File: src/rtl/mode_stopwatch_lap.sv
// Stopwatch LCD mode: BCD time with run/pause/idle control,
// circular lap memory browsable in pause, and sticky overflow.
module mode_stopwatch_lap #(
    parameter int CLK_HZ    = 50000000,
    parameter int TICK_HZ   = 100,
    parameter int LAP_DEPTH = 4,
    parameter int MAX_MIN   = 59
) (
    input  logic                           clk,
    input  logic                           rst,
    input  logic                           btn_start,
    input  logic                           btn_lap,
    input  logic                           btn_clr,
    input  logic [4:0]                     index,
    output logic [7:0]                     out,
    output logic                           running,
    output logic [$clog2(LAP_DEPTH+1)-1:0] lap_count,
    output logic                           ovf
);

    localparam int DIV = CLK_HZ / TICK_HZ;
    localparam int PSW = $clog2(DIV);
    localparam int CW  = $clog2(LAP_DEPTH + 1);
    localparam int PW  = (LAP_DEPTH > 1) ? $clog2(LAP_DEPTH) : 1;
    localparam logic [3:0] MT = 4'(MAX_MIN / 10);
    localparam logic [3:0] MO = 4'(MAX_MIN % 10);

    typedef enum logic [1:0] {IDLE, RUN, PAUSE} state_t;

    state_t              state;
    logic [PSW-1:0]      presc;
    logic [5:0][3:0]     t;
    logic [5:0][3:0]     t_inc;
    logic [5:0][3:0]     shown;
    logic                wrap;
    logic [PW-1:0]       wr_ptr;
    logic [CW-1:0]       view_sel;
    logic [23:0]         lap_mem [LAP_DEPTH];
    logic                tick;
    logic                do_clr;
    logic                do_start;
    logic                do_lap;
    logic [47:0]         status;
    logic [0:31][7:0]    line;
    int                  slot;

    assign tick     = (state == RUN) && (presc == PSW'(DIV - 1));
    assign do_clr   = btn_clr && (state != RUN);
    assign do_start = btn_start && !do_clr;
    assign do_lap   = btn_lap && !btn_start && !do_clr;

    // Digit order: [0]=cc ones ... [5]=mm tens
    always_comb begin
        t_inc = t;
        wrap  = 1'b0;
        if (t[0] != 4'd9) t_inc[0] = t[0] + 4'd1;
        else begin
            t_inc[0] = 4'd0;
            if (t[1] != 4'd9) t_inc[1] = t[1] + 4'd1;
            else begin
                t_inc[1] = 4'd0;
                if (t[2] != 4'd9) t_inc[2] = t[2] + 4'd1;
                else begin
                    t_inc[2] = 4'd0;
                    if (t[3] != 4'd5) t_inc[3] = t[3] + 4'd1;
                    else begin
                        t_inc[3] = 4'd0;
                        if (t[5] == MT && t[4] == MO) begin
                            t_inc[5] = 4'd0;
                            t_inc[4] = 4'd0;
                            wrap     = 1'b1;
                        end else if (t[4] != 4'd9) begin
                            t_inc[4] = t[4] + 4'd1;
                        end else begin
                            t_inc[4] = 4'd0;
                            t_inc[5] = t[5] + 4'd1;
                        end
                    end
                end
            end
        end
    end

    // Lap k maps to slot oldest+k-1; bias keeps the sum non-negative
    always_comb begin
        slot  = (int'(wr_ptr) + 2 * LAP_DEPTH - int'(lap_count)
                 + int'(view_sel) - 1) % LAP_DEPTH;
        shown = t;
        if (state == PAUSE && view_sel != '0) shown = lap_mem[PW'(slot)];
        status = "READY ";
        unique case (state)
            IDLE:    status = "READY ";
            RUN:     status = "RUN   ";
            PAUSE:   status = (view_sel == '0) ? "STOP  " :
                              {"LAP ", 8'h30 + 8'(view_sel), 8'h20};
            default: status = "READY ";
        endcase
        line = {"Stopwatch ", status, "TIME ",
                {4'h3, shown[5]}, {4'h3, shown[4]}, ":",
                {4'h3, shown[3]}, {4'h3, shown[2]}, ":",
                {4'h3, shown[1]}, {4'h3, shown[0]}, " ",
                ovf ? "O" : " ", " "};
    end

    always_ff @(posedge clk) begin
        if (do_lap && state == RUN) lap_mem[wr_ptr] <= t;
    end

    always_ff @(posedge clk or negedge rst) begin
        if (!rst) begin
            state     <= IDLE;
            presc     <= '0;
            t         <= '0;
            ovf       <= 1'b0;
            wr_ptr    <= '0;
            lap_count <= '0;
            view_sel  <= '0;
            running   <= 1'b0;
            out       <= 8'h20;
        end else begin
            if (state == RUN && !do_start) presc <= tick ? '0 : presc + 1'b1;
            else                           presc <= '0;
            if (tick) begin
                t <= t_inc;
                if (wrap) ovf <= 1'b1;
            end
            if (do_clr) begin
                state     <= IDLE;
                running   <= 1'b0;
                t         <= '0;
                ovf       <= 1'b0;
                wr_ptr    <= '0;
                lap_count <= '0;
                view_sel  <= '0;
            end else if (do_start) begin
                if (state == RUN) begin
                    state   <= PAUSE;
                    running <= 1'b0;
                end else begin
                    state    <= RUN;
                    running  <= 1'b1;
                    view_sel <= '0;
                end
            end else if (do_lap) begin
                if (state == RUN) begin
                    wr_ptr <= (wr_ptr == PW'(LAP_DEPTH - 1)) ? '0 : wr_ptr + 1'b1;
                    if (lap_count != CW'(LAP_DEPTH)) lap_count <= lap_count + 1'b1;
                end else if (state == PAUSE) begin
                    view_sel <= (view_sel == lap_count) ? '0 : view_sel + 1'b1;
                end
            end
            out <= line[index];
        end
    end

endmodule
File: config.mk
export PLATFORM = sky130hd
export DESIGN_NAME = mode_stopwatch_lap
export DESIGN_NICKNAME = d
export VERILOG_FILES = /design/src/rtl/mode_stopwatch_lap.sv
export SDC_FILE = /design/constraint.sdc
export NUM_CORES = 1
export LEC_CHECK = 0
export CAP_MARGIN = 20
export CORE_MARGIN = 2
export CORE_UTILIZATION = 24
export CTS_CLUSTER_DIAMETER = 40
export DETAILED_ROUTE_END_ITERATION = 10
export HOLD_SLACK_MARGIN = 0.03
export PLACE_DENSITY = 0.38
export SLEW_MARGIN = 5
export SYNTH_ARGS = -nofsm -noshare
export SYNTH_HDL_FRONTEND = slang
export SYNTH_SLANG_ARGS = --single-unit
File: constraint.sdc
create_clock -name clk -period 3.92 [get_ports clk]
set_clock_uncertainty 0.05 [all_clocks]
set_input_delay 0.784 -clock clk [delete_from_list [all_inputs] [get_ports clk]]
set_output_delay 0.784 -clock clk [all_outputs]
set_load 0.02 [all_outputs]
==> results.tsv, run 1 <==
stage	metric	value	unit
status	status	complete, no violations	
sta	Worst-Margin Slew	0.799	ns
critical_path	CP max-delay cell	o311ai_1	
sta	worst hold slack	0.188	ns
critical_path	crit-path max FO	20	
sta	Worst slew margin	0.463	
clock_network	TritonCTS Sinks	157	
place	Post-DP Area	0.00861	mm^2
clock_network	clock latency on the worst-skew pair	0.43	ns
clock_network	Max Root-Sink Buffers	2	
global_route	gr ovfl total	0	
route	drt via density	4.67	
sta	Tmin final	3.26	ns
yosys	Synthesized Nets	689	
clock_network	clk root buf	clkbuf_16	
yosys	largest area contributor in the netlist	edfxtp_1	
clock_network	clk slew on worst S/H paths	0.07	ns
sta	Hold Vio Cnt, Final	0	
global_route	largest net degree at the start of global routing	39	
layout	nets	717	
yosys	yosys synthesis warning count	0	
floorplan	Initial Util	0.242	
global_route	first-pass GRT wire length	32100	um
critical_path	Crit Path Class	reg -> reg	
critical_path	Worst EP arrival	3.49	ns
clock_network	# resized after CTS	0	
yosys	Synth top area share	0.368	
sta	Setup violations, final	0	
floorplan	Rows	66	
floorplan	core region area	0.0324	mm^2
yosys	Yosys cell types	71	
sta	final setup margin	0.662	ns
min_path	worst hold path type	in -> async	
route	detailed-route wire length	20400	um
critical_path	CP most frequent cell	a21oi_1	
clock_network	CTS tree	built	
layout	Area Growth Syn to Fin	17.9	%
layout	Antenna diodes	0	
floorplan	IO Pins	23	
layout	Fillers	3400	
sta	max-slew violation count	0	
critical_path	critical path required time	4.16	ns
route	DRC violations left	0	
global_route	vias in the first global route	5378	
route	Iter 0 DRT Violations	360	
power_and_ir_drop	P_leak	3.39	nW
sta	Max Freq	307	MHz
clock_network	postcts setup bufs	0	
critical_path	CP endpoint kind	register	
route	via count	5291	
clock_network	TritonCTS buffer count	17	
yosys	Synth Register Bits	157	
global_route	GRT Overall Usage	0.126	
floorplan	Die Y	185	um
yosys	Cells after Synth	650	
critical_path	CP delay by family, top	compound AO/OA/AOI/OAI gates	
layout	share of cells above drive strength 1	0.129	
sta	RSZ-0062 raised after global routing	no	
critical_path	CP peak stage delay	0.52	ns
critical_path	critical path launch point type	register	
yosys	Synth async-reset ratio	0.389	
critical_path	CP cell instances	inv_1, fa_1, xor2_1, xnor2_4, buf_12, mux2i_1, o22a_1, a21oi_1, o311ai_1, a21oi_1	
yosys	number of synthesized flops with an enable pin	96	
route	first-pass iteration count of the detailed router	5	
yosys	Synth Flop Type	edfxtp_1	
flow_run	reported max-cap violation count	0	
sta	setup TNS	0	ns
clock_network	CTS Hold Bufs	0	
yosys	Seq/Total Area, Yosys	0.563	
critical_path	R2R Setup Slk	0.66	ns
yosys	Avg Cell Area, Syn	12.1	um^2
route	Post-DRT Antenna Nets	0	
route	WL/cell	18.0	um
place	RePlAce Congestion	0.778	
global_route	antenna violations before repair	0	
place	number of I/O port buffers	21	
power_and_ir_drop	Max IR drop VDD	267	uV
floorplan	DIE WIDTH	185	um
clock_network	H-tree Lvls	4	
critical_path	Buf/Inv on CP	2	
yosys	Area contributors post-synth	edfxtp_1, dfrtp_1, mux4_2, ha_1, nor2_1	
place	dpl ws	0.621	ns
floorplan	Die Area	0.0341	mm^2
sta	period utilization	0.831	
place	placed wire-length estimate	14000	um
power_and_ir_drop	Power per Cell Area	546	mW/mm^2
layout	cell area after layout	0.00924	mm^2
yosys	synthesized area	0.00783	mm^2
-- placed cells by master, fill, tap and decap left out, types with 8 or more instances in the layout --
cell / netlist / routed
edfxtp_1: 96 / 96
nor2_1: 61 / 61
dfrtp_1: 60 / 60
nand2_1: 56 / 56
a21oi_1: 34 / 34
o21ai_0: 34 / 34
ha_1: 28 / 28
inv_1: 23 / 23
nand3_1: 21 / 21
clkdlybuf4s50_1: 0 / 20
nor3_1: 19 / 19
buf_4: 2 / 19
clkbuf_16: 0 / 17
mux4_2: 16 / 16
xor2_1: 14 / 14
mux2i_1: 14 / 14
and3_1: 10 / 10
o31ai_1: 9 / 9
xnor2_1: 8 / 8
-- worst reg2reg max path, stage by stage, from the launching register on --
cell and delay (ns):
dfrtp_1 0.46, inv_1 0.13, fa_1 0.39, xor2_1 0.20, xnor2_4 0.41, buf_12 0.26
mux2i_1 0.29, o22a_1 0.18, a21oi_1 0.07, o311ai_1 0.52, a21oi_1 0.16
-- sequential cells by signal, summed over array words and instances, names as in the netlist --
register,cells
lap_mem,96
t,24
presc,19
out,7
lap_count,3
view_sel,3
state,2
wr_ptr,2
ovf,1
-- routing by layer --
layer,vias up,part of all wire,track usage,wire length [um]
li1,2471,-,-,-
met1,2681,0.49,0.173,9890
met2,121,0.47,0.200,9510
met3,18,0.037,0.0294,753
met4,0,0.011,0.0289,229
met5,-,0,0,0
-- cells by family (layout without fill, tap and decap cells) --
| kind of cell | count (synthesis) | after routing | synth area share |
|---|---|---|---|
| buffers and inverters | 58 | 99 | 0.0311 |
| other | 1 | 1 | 0.000479 |
| adders and majority gates | 29 | 29 | 0.0473 |
| muxes | 40 | 40 | 0.0859 |
| AOI/OAI and AO/OA | 125 | 125 | 0.107 |
| xor gates and xnor gates | 24 | 24 | 0.0288 |
| DFF | 157 | 157 | 0.563 |
| and+or+nand+nor | 216 | 216 | 0.136 |
-- report_power, final --
group	total, mW	internal (mW)	switching, mW
Clock	1.70	0.961	0.738
Sequential	2.21	1.95	0.253
Combinational	1.14	0.502	0.637
Total	5.05	3.42	1.63
-- final cells by class --
cell class	instances	area (um^2)	area share
repair buffers	42	388	0.0420
clock buffers	17	425	0.0461
flip-flops and latches	157	4410	0.477
inverters	25	93.8	0.0102
well taps	442	553	0.0599
clock inverters	15	178	0.0192
multi-input cells	435	3190	0.345
-- synthesized netlist by cell type, types with 7 or more instances --
| library cell | n |
|---|---|
| o21ai_0 | 34 |
| mux2i_1 | 14 |
| dfrtp_1 | 60 |
| nand2b_1 | 7 |
| inv_1 | 23 |
| and3_1 | 10 |
| xor2_1 | 14 |
| and2_1 | 7 |
| nor3_1 | 19 |
| a21oi_1 | 34 |
| nand3_1 | 21 |
| clkbuf_1 | 24 |
| xnor2_1 | 8 |
| mux4_2 | 16 |
| nor2_1 | 61 |
| o31ai_1 | 9 |
| ha_1 | 28 |
| edfxtp_1 | 96 |
| nand2_1 | 56 |
-- worst paths after layout --
check	start	end	cells after the start
worst max-delay path	view_sel[0]	out[2]	10
worst min-delay path	rst	presc[7]	1
worst max register to register	view_sel[0]	out[2]	10
worst min register to register	presc[0]	presc[0]	1
max in group asynchronous	rst	t[13]	3
min in group clk	presc[0]	presc[0]	1
-- stage by stage --
stage          total power, mW  std cells   util
6_report                  5.05       1133  0.285
5_1_grt                   5.33       1133  0.285
4_1_cts                   5.11       1132  0.285
3_5_place_dp              3.40       1100  0.266
3_3_place_gp              3.37       1100  0.266
2_1_floorplan             2.94        650      -
Note: power is estimated with default switching activity, not from simulation.
==> inputs of run 2 (changes only) <==
--- a/config.mk
+++ b/config.mk
@@ -11,7 +11,7 @@
 export CTS_CLUSTER_DIAMETER = 40
 export DETAILED_ROUTE_END_ITERATION = 10
 export HOLD_SLACK_MARGIN = 0.03
-export PLACE_DENSITY = 0.38
+export PLACE_DENSITY = 0.39
 export SLEW_MARGIN = 5
 export SYNTH_ARGS = -nofsm -noshare
 export SYNTH_HDL_FRONTEND = slang
==> constraint.sdc (replaced) <==
create_clock -name clk -period 2.9 [get_ports clk]
set_clock_uncertainty 0.05 [all_clocks]
set_input_delay 0.58 -clock clk [delete_from_list [all_inputs] [get_ports clk]]
set_output_delay 0.58 -clock clk [all_outputs]
set_load 0.02 [all_outputs]
==> run 2 against run 1 <==
Worst hold slack lost 0.066 ns. Sequential cell count is the same. Critical endpoint is now out[3]. Largest power group unchanged. Final cell count grew 3.3%. Sequential share of layout area shrank 2.3 points. Worst setup slack lost 0.54 ns. Highest routed layer unchanged. Combinational power grew 65%. Clock power grew 35%. Via count grew 1.9%. Register-to-register slack lost 0.54 ns. Sequential power grew 33%. Utilization grew 1.4 points. Largest cell class unchanged.
==> results.tsv, run 2 (synthesized netlist as in run 1, its figures left out) <==
stage	metric	value	unit	change
layout	Antenna diodes	0		unchanged
layout	Non-Filler Instances	1170		+3.3%
sta	Hold Vio Cnt, Final	0		unchanged
floorplan	Rows	66		unchanged
sta	period utilization	0.959		+0.128
clock_network	TritonCTS buffer count	17		unchanged
critical_path	CP startpoint	view_sel[0]		
sta	max-slew violation count	0		unchanged
clock_network	clk root buf	clkbuf_16		
global_route	gr ovfl total	0		unchanged
critical_path	crit-path max FO	9		-55%
sta	Worst slew margin	0.577		+0.114
layout	max FFs per register	96		unchanged
clock_network	CTS tree	built		
route	detailed-route wire length	20500	um	+0.81%
critical_path	worst r2r src	view_sel[0]		
layout	nets	754		+5.2%
layout	most frequent cells in the layout	edfxtp_1, nor2_1, dfrtp_1, nand2_1, buf_4		
floorplan	Die Area	0.0341	mm^2	unchanged
critical_path	FF-to-FF path depth	8		-2
global_route	largest net degree at the start of global routing	62		+59%
sta	Worst-Margin Slew	0.630	ns	-0.169 ns
clock_network	CTS Hold Bufs	0		unchanged
global_route	first-pass GRT wire length	32200	um	+0.54%
status	status	complete, no violations		
flow_run	reported max-cap violation count	0		unchanged
clock_network	clock latency on the worst-skew pair	0.42	ns	about the same
global_route	antenna violations before repair	0		unchanged
place	placed wire-length estimate	14500	um	+3.4%
place	number of I/O port buffers	21		unchanged
route	WL/cell	17.6	um	-2.4%
sta	Setup violations, final	0		unchanged
route	first-pass iteration count of the detailed router	5		unchanged
place	dpl ws	-0.264	ns	-0.886 ns
critical_path	Worst EP arrival	3.05	ns	-0.44 ns
route	drt via density	4.61		-1.4%
critical_path	critical path required time	3.17	ns	-0.99 ns
sta	Max Freq	360	MHz	+17%
floorplan	Initial Util	0.242		unchanged
min_path	worst hold path type	in -> async		
critical_path	CP endpoint kind	register		
layout	Top reg by flops	lap_mem		
sta	setup TNS	0	ns	unchanged
power_and_ir_drop	Power per Cell Area	733	mW/mm^2	+34%
floorplan	core region area	0.0324	mm^2	unchanged
critical_path	capture point of the worst reg-to-reg path	out[3]		
sta	RSZ-0062 raised after global routing	no		
route	Iter 0 DRT Violations	332		-7.8%
clock_network	TritonCTS Sinks	157		unchanged
layout	share of cells above drive strength 1	0.180		+0.0511
layout	biggest regs	lap_mem (96), t (24), presc (19)		
route	via count	5389		+1.9%
clock_network	clk slew on worst S/H paths	0.07	ns	about the same
layout	Core Util, Final	0.300		+0.0141
route	Post-DRT Antenna Nets	0		unchanged
layout	Area Growth Syn to Fin	23.8	%	
place	RePlAce Congestion	0.807		+3.7%
floorplan	DIE WIDTH	185	um	unchanged
global_route	vias in the first global route	5575		+3.7%
sta	final setup margin	0.120	ns	-0.543 ns
critical_path	R2R Setup Slk	0.12	ns	-0.54 ns
global_route	GRT Overall Usage	0.125		-0.000488
route	DRC violations left	0		unchanged
power_and_ir_drop	P_leak	3.62	nW	+6.8%
place	Cells after DPL	1132		+2.9%
floorplan	Die Y	185	um	unchanged
critical_path	critical path launch point type	register		
clock_network	H-tree Lvls	4		unchanged
sta	Tmin final	2.78	ns	-0.477 ns
clock_network	Max Root-Sink Buffers	2		unchanged
power_and_ir_drop	Max IR drop VDD	339	uV	+27%
floorplan	IO Pins	23		unchanged
layout	commonest non-fill, non-tap cell in the layout	edfxtp_1		
critical_path	Crit Path Class	reg -> reg		
[run 2: what timing repair did]
| item | in CTS | in global routing |
|---|---|---|
| cloned | 0 | 1 |
| resized for setup | 3 | 6 |
| setup endpoints to repair | 3 | 2 |
| setup buffers | 1 | 5 |
| pin swaps | 2 | 5 |
[run 2: through the flow]
step                      hold WS, ns  instance area, um^2  total power [mW]
after global routing            0.147                 9700              7.50
after detailed placement        0.440                 8970              4.76
after CTS                       0.132                 9610              7.09
final                           0.122                 9700              7.11
after floorplan                 0.234                 7830              3.97
after global placement          0.417                 8970              4.71
[run 2: worst max-delay path by stage]
stage	endpoint	depth (start not counted)
3_3_place_gp	out[2]	11
2_1_floorplan	out[2]	9
4_1_cts	out[2]	11
3_5_place_dp	out[2]	11
6_report	out[3]	8
5_1_grt	out[2]	10
[run 2: power breakdown]
part | total [mW] | internal, mW | switching (mW)
Clock | 2.29 | 1.31 | 0.983
Combinational | 1.88 | 0.922 | 0.958
Sequential | 2.94 | 2.64 | 0.297
[run 2: per-layer routing]
layer	global-route usage	part of all wire
met5	0	0
met4	0.0384	0.014
met3	0.0237	0.034
met2	0.200	0.47
met1	0.172	0.48
[run 2: worst max-delay path: stages (launching register included)]
cell and delay, ns:
dfrtp_1 0.34, inv_1 0.08, fa_2 0.60, buf_12 0.15, mux4_2 0.52, mux2_2 0.29, a2111oi_2 0.35, nor3_1 0.08
a31o_2 0.21
[run 2: area by class of cell]
type,instances,area (um^2)
Timing Repair Buffer,79,783
Inverter,25,93.8
Tap cell,442,553
Multi-Input combinational cell,435,3250
Clock buffer,18,429
Fill cell,3357,22700
Sequential cell,157,4410
Clock inverter,14,176
==> inputs of run 3 (changes only) <==
--- a/config.mk
+++ b/config.mk
@@ -11,7 +11,7 @@
 export CTS_CLUSTER_DIAMETER = 40
 export DETAILED_ROUTE_END_ITERATION = 10
 export HOLD_SLACK_MARGIN = 0.03
-export PLACE_DENSITY = 0.39
+export PLACE_DENSITY = 0.38
 export SLEW_MARGIN = 5
 export SYNTH_ARGS = -nofsm -noshare
 export SYNTH_HDL_FRONTEND = slang
==> constraint.sdc (replaced) <==
create_clock -name clk -period 2.8 [get_ports clk]
set_clock_uncertainty 0.05 [all_clocks]
set_input_delay 0.56 -clock clk [delete_from_list [all_inputs] [get_ports clk]]
set_output_delay 0.56 -clock clk [all_outputs]
set_load 0.02 [all_outputs]
==> run 3 against run 2 <==
First-iteration DRC count up 28%. Worst setup slack worse by 0.073 ns. Utilization about the same. Maximum frequency up 0.97%. Clock-buffer cell count down 1. Worst hold slack better by 0.025 ns. Final cell count up 0.60%. Sequential power about the same. Global-route usage up 0.35 points. Die area unchanged. Sequential share of layout area about the same. Via count down 0.41%.
==> results.tsv, run 3 (synthesized netlist as in run 1, its figures left out) <==
stage	metric	value	unit	change
clock_network	CTS tree	built		
layout	commonest non-fill, non-tap cell in the layout	edfxtp_1		
clock_network	H-tree Lvls	4		unchanged
sta	setup TNS	0	ns	unchanged
layout	nets	761		+0.93%
sta	Hold Vio Cnt, Final	0		unchanged
route	drt via density	4.56		-1.0%
floorplan	Initial Util	0.242		unchanged
status	status	complete, no violations		
route	Iter 0 DRT Violations	426		+28%
sta	RSZ-0062 raised after global routing	yes		
power_and_ir_drop	Power per Cell Area	749	mW/mm^2	+2.2%
place	placed wire-length estimate	14700	um	+1.7%
critical_path	CP peak stage delay	0.70	ns	+0.10 ns
floorplan	DIE WIDTH	185	um	unchanged
route	WL/cell	17.5	um	about the same
layout	Core Util, Final	0.299		about the same
place	number of I/O port buffers	21		unchanged
floorplan	Die Area	0.0341	mm^2	unchanged
layout	share of cells above drive strength 1	0.195		+0.0146
critical_path	crit-path max FO	4		-5
critical_path	CP cell instances	fa_2, mux4_2, mux2_4, a2111oi_4, nor3_2, a31o_2		
critical_path	Crit Path Class	reg -> reg		
route	DRC violations left	0		unchanged
route	detailed-route wire length	20700	um	+0.52%
layout	most frequent cells in the layout	edfxtp_1, nor2_1, dfrtp_1, nand2_1, buf_4		
clock_network	TritonCTS Sinks	157		unchanged
layout	biggest regs	lap_mem (96), t (24), presc (19)		
sta	period utilization	0.983		+0.0247
global_route	antenna violations before repair	0		unchanged
flow_run	reported max-cap violation count	0		unchanged
sta	Max Freq	363	MHz	+0.97%
layout	cell area after layout	0.00969	mm^2	about the same
route	first-pass iteration count of the detailed router	9		+4
global_route	gr ovfl total	0		unchanged
layout	Antenna diodes	0		unchanged
clock_network	clock latency on the worst-skew pair	0.42	ns	about the same
route	via count	5367		-0.41%
sta	Setup violations, final	0		unchanged
place	Post-DP Area	0.00899	mm^2	+0.21%
clock_network	clk root buf	clkbuf_16		
global_route	vias in the first global route	5602		+0.48%
global_route	first-pass GRT wire length	32900	um	+1.9%
min_path	worst hold path type	in -> async		
floorplan	Die Y	185	um	unchanged
global_route	GRT Overall Usage	0.129		+0.00348
sta	max-slew violation count	0		unchanged
sta	Tmin final	2.75	ns	-0.0266 ns
layout	Area Growth Syn to Fin	23.8	%	about the same
floorplan	Rows	66		unchanged
clock_network	clk slew on worst S/H paths	0.07	ns	about the same
route	Post-DRT Antenna Nets	0		unchanged
critical_path	Worst EP arrival	3.01	ns	-0.04 ns
critical_path	critical path required time	3.06	ns	-0.11 ns
layout	Top reg by flops	lap_mem		
floorplan	core region area	0.0324	mm^2	unchanged
clock_network	Max Root-Sink Buffers	2		unchanged
power_and_ir_drop	P_leak	3.63	nW	+0.13%
floorplan	IO Pins	23		unchanged
power_and_ir_drop	Max IR drop VDD	381	uV	+13%
critical_path	CP max-delay cell	fa_2		
sta	Worst slew margin	0.503		-0.0737
sta	Worst-Margin Slew	0.745	ns	+0.115 ns
clock_network	TritonCTS buffer count	17		unchanged
critical_path	CP endpoint kind	register		
layout	max FFs per register	96		unchanged
global_route	largest net degree at the start of global routing	39		-37%
place	RePlAce Congestion	0.816		+1.1%
critical_path	critical path launch point type	register		
==> run 3: stage by stage <==
step	hold slack, ns	std cells	power (mW)	setup slack, ns
final	0.147	1177	7.26	0.0462
after global routing	0.190	1177	7.69	-0.0136
after CTS	0.183	1172	7.31	0.00236
after detailed placement	0.436	1139	4.96	-0.178
after global placement	0.416	1139	4.92	-0.139
after floorplan	0.214	650	4.12	0.00129
==> run 3: cell type report <==
cell class / count / area [um^2]
clock buffer: 17 / 425
clock inverter: 15 / 144
fill: 3347 / 22700
inverter: 25 / 93.8
multi-input combinational: 435 / 3260
sequential: 157 / 4410
tap: 442 / 553
timing repair buffer: 86 / 810
==> run 3: per-layer routing <==
layer,vias to the layer above,global-route usage,share of wire
met5,-,0,0
met4,0,0.0276,0.0064
met3,11,0.0267,0.036
met2,85,0.202,0.46
met1,2721,0.183,0.50
li1,2550,-,-
==> run 3: final timing paths <==
path / from / endpoint / slack, ns / cells after the start
worst max-delay path: lap_count[0] / out[3] / 0.05 / 6
worst min-delay path: rst / lap_count[1] / 0.15 / 1
worst max register to register: lap_count[0] / out[3] / 0.05 / 6
worst min register to register: presc[0] / presc[0] / 0.44 / 1
max in group asynchronous: rst / ovf / 1.88 / 2
min in group clk: presc[0] / presc[0] / 0.44 / 1
==> run 3: critical path, delay by kind of cell (launching register included) <==
kind,cells,cell delay [ns]
DFF,1,0.42
adders and majority gates,1,0.70
AOI/OAI and AO/OA,2,0.55
and+or+nand+nor,1,0.07
muxes,2,0.85
==> run 3: power breakdown <==
part           switching, mW  total [mW]  internal [mW]
sequential             0.214        2.95           2.74
combinational           1.09        2.07          0.974
clock                   1.06        2.25           1.18
total                   2.37        7.26           4.89
==> run 3: repair_timing <==
item | CTS | global route
hold buffers | 0 | 0
endpoints found under the hold margin | 0 | 0
pin swaps | 3 | 1
setup buffers | 1 | 5
gates resized for setup | 7 | 8
setup endpoints to repair | 4 | 4
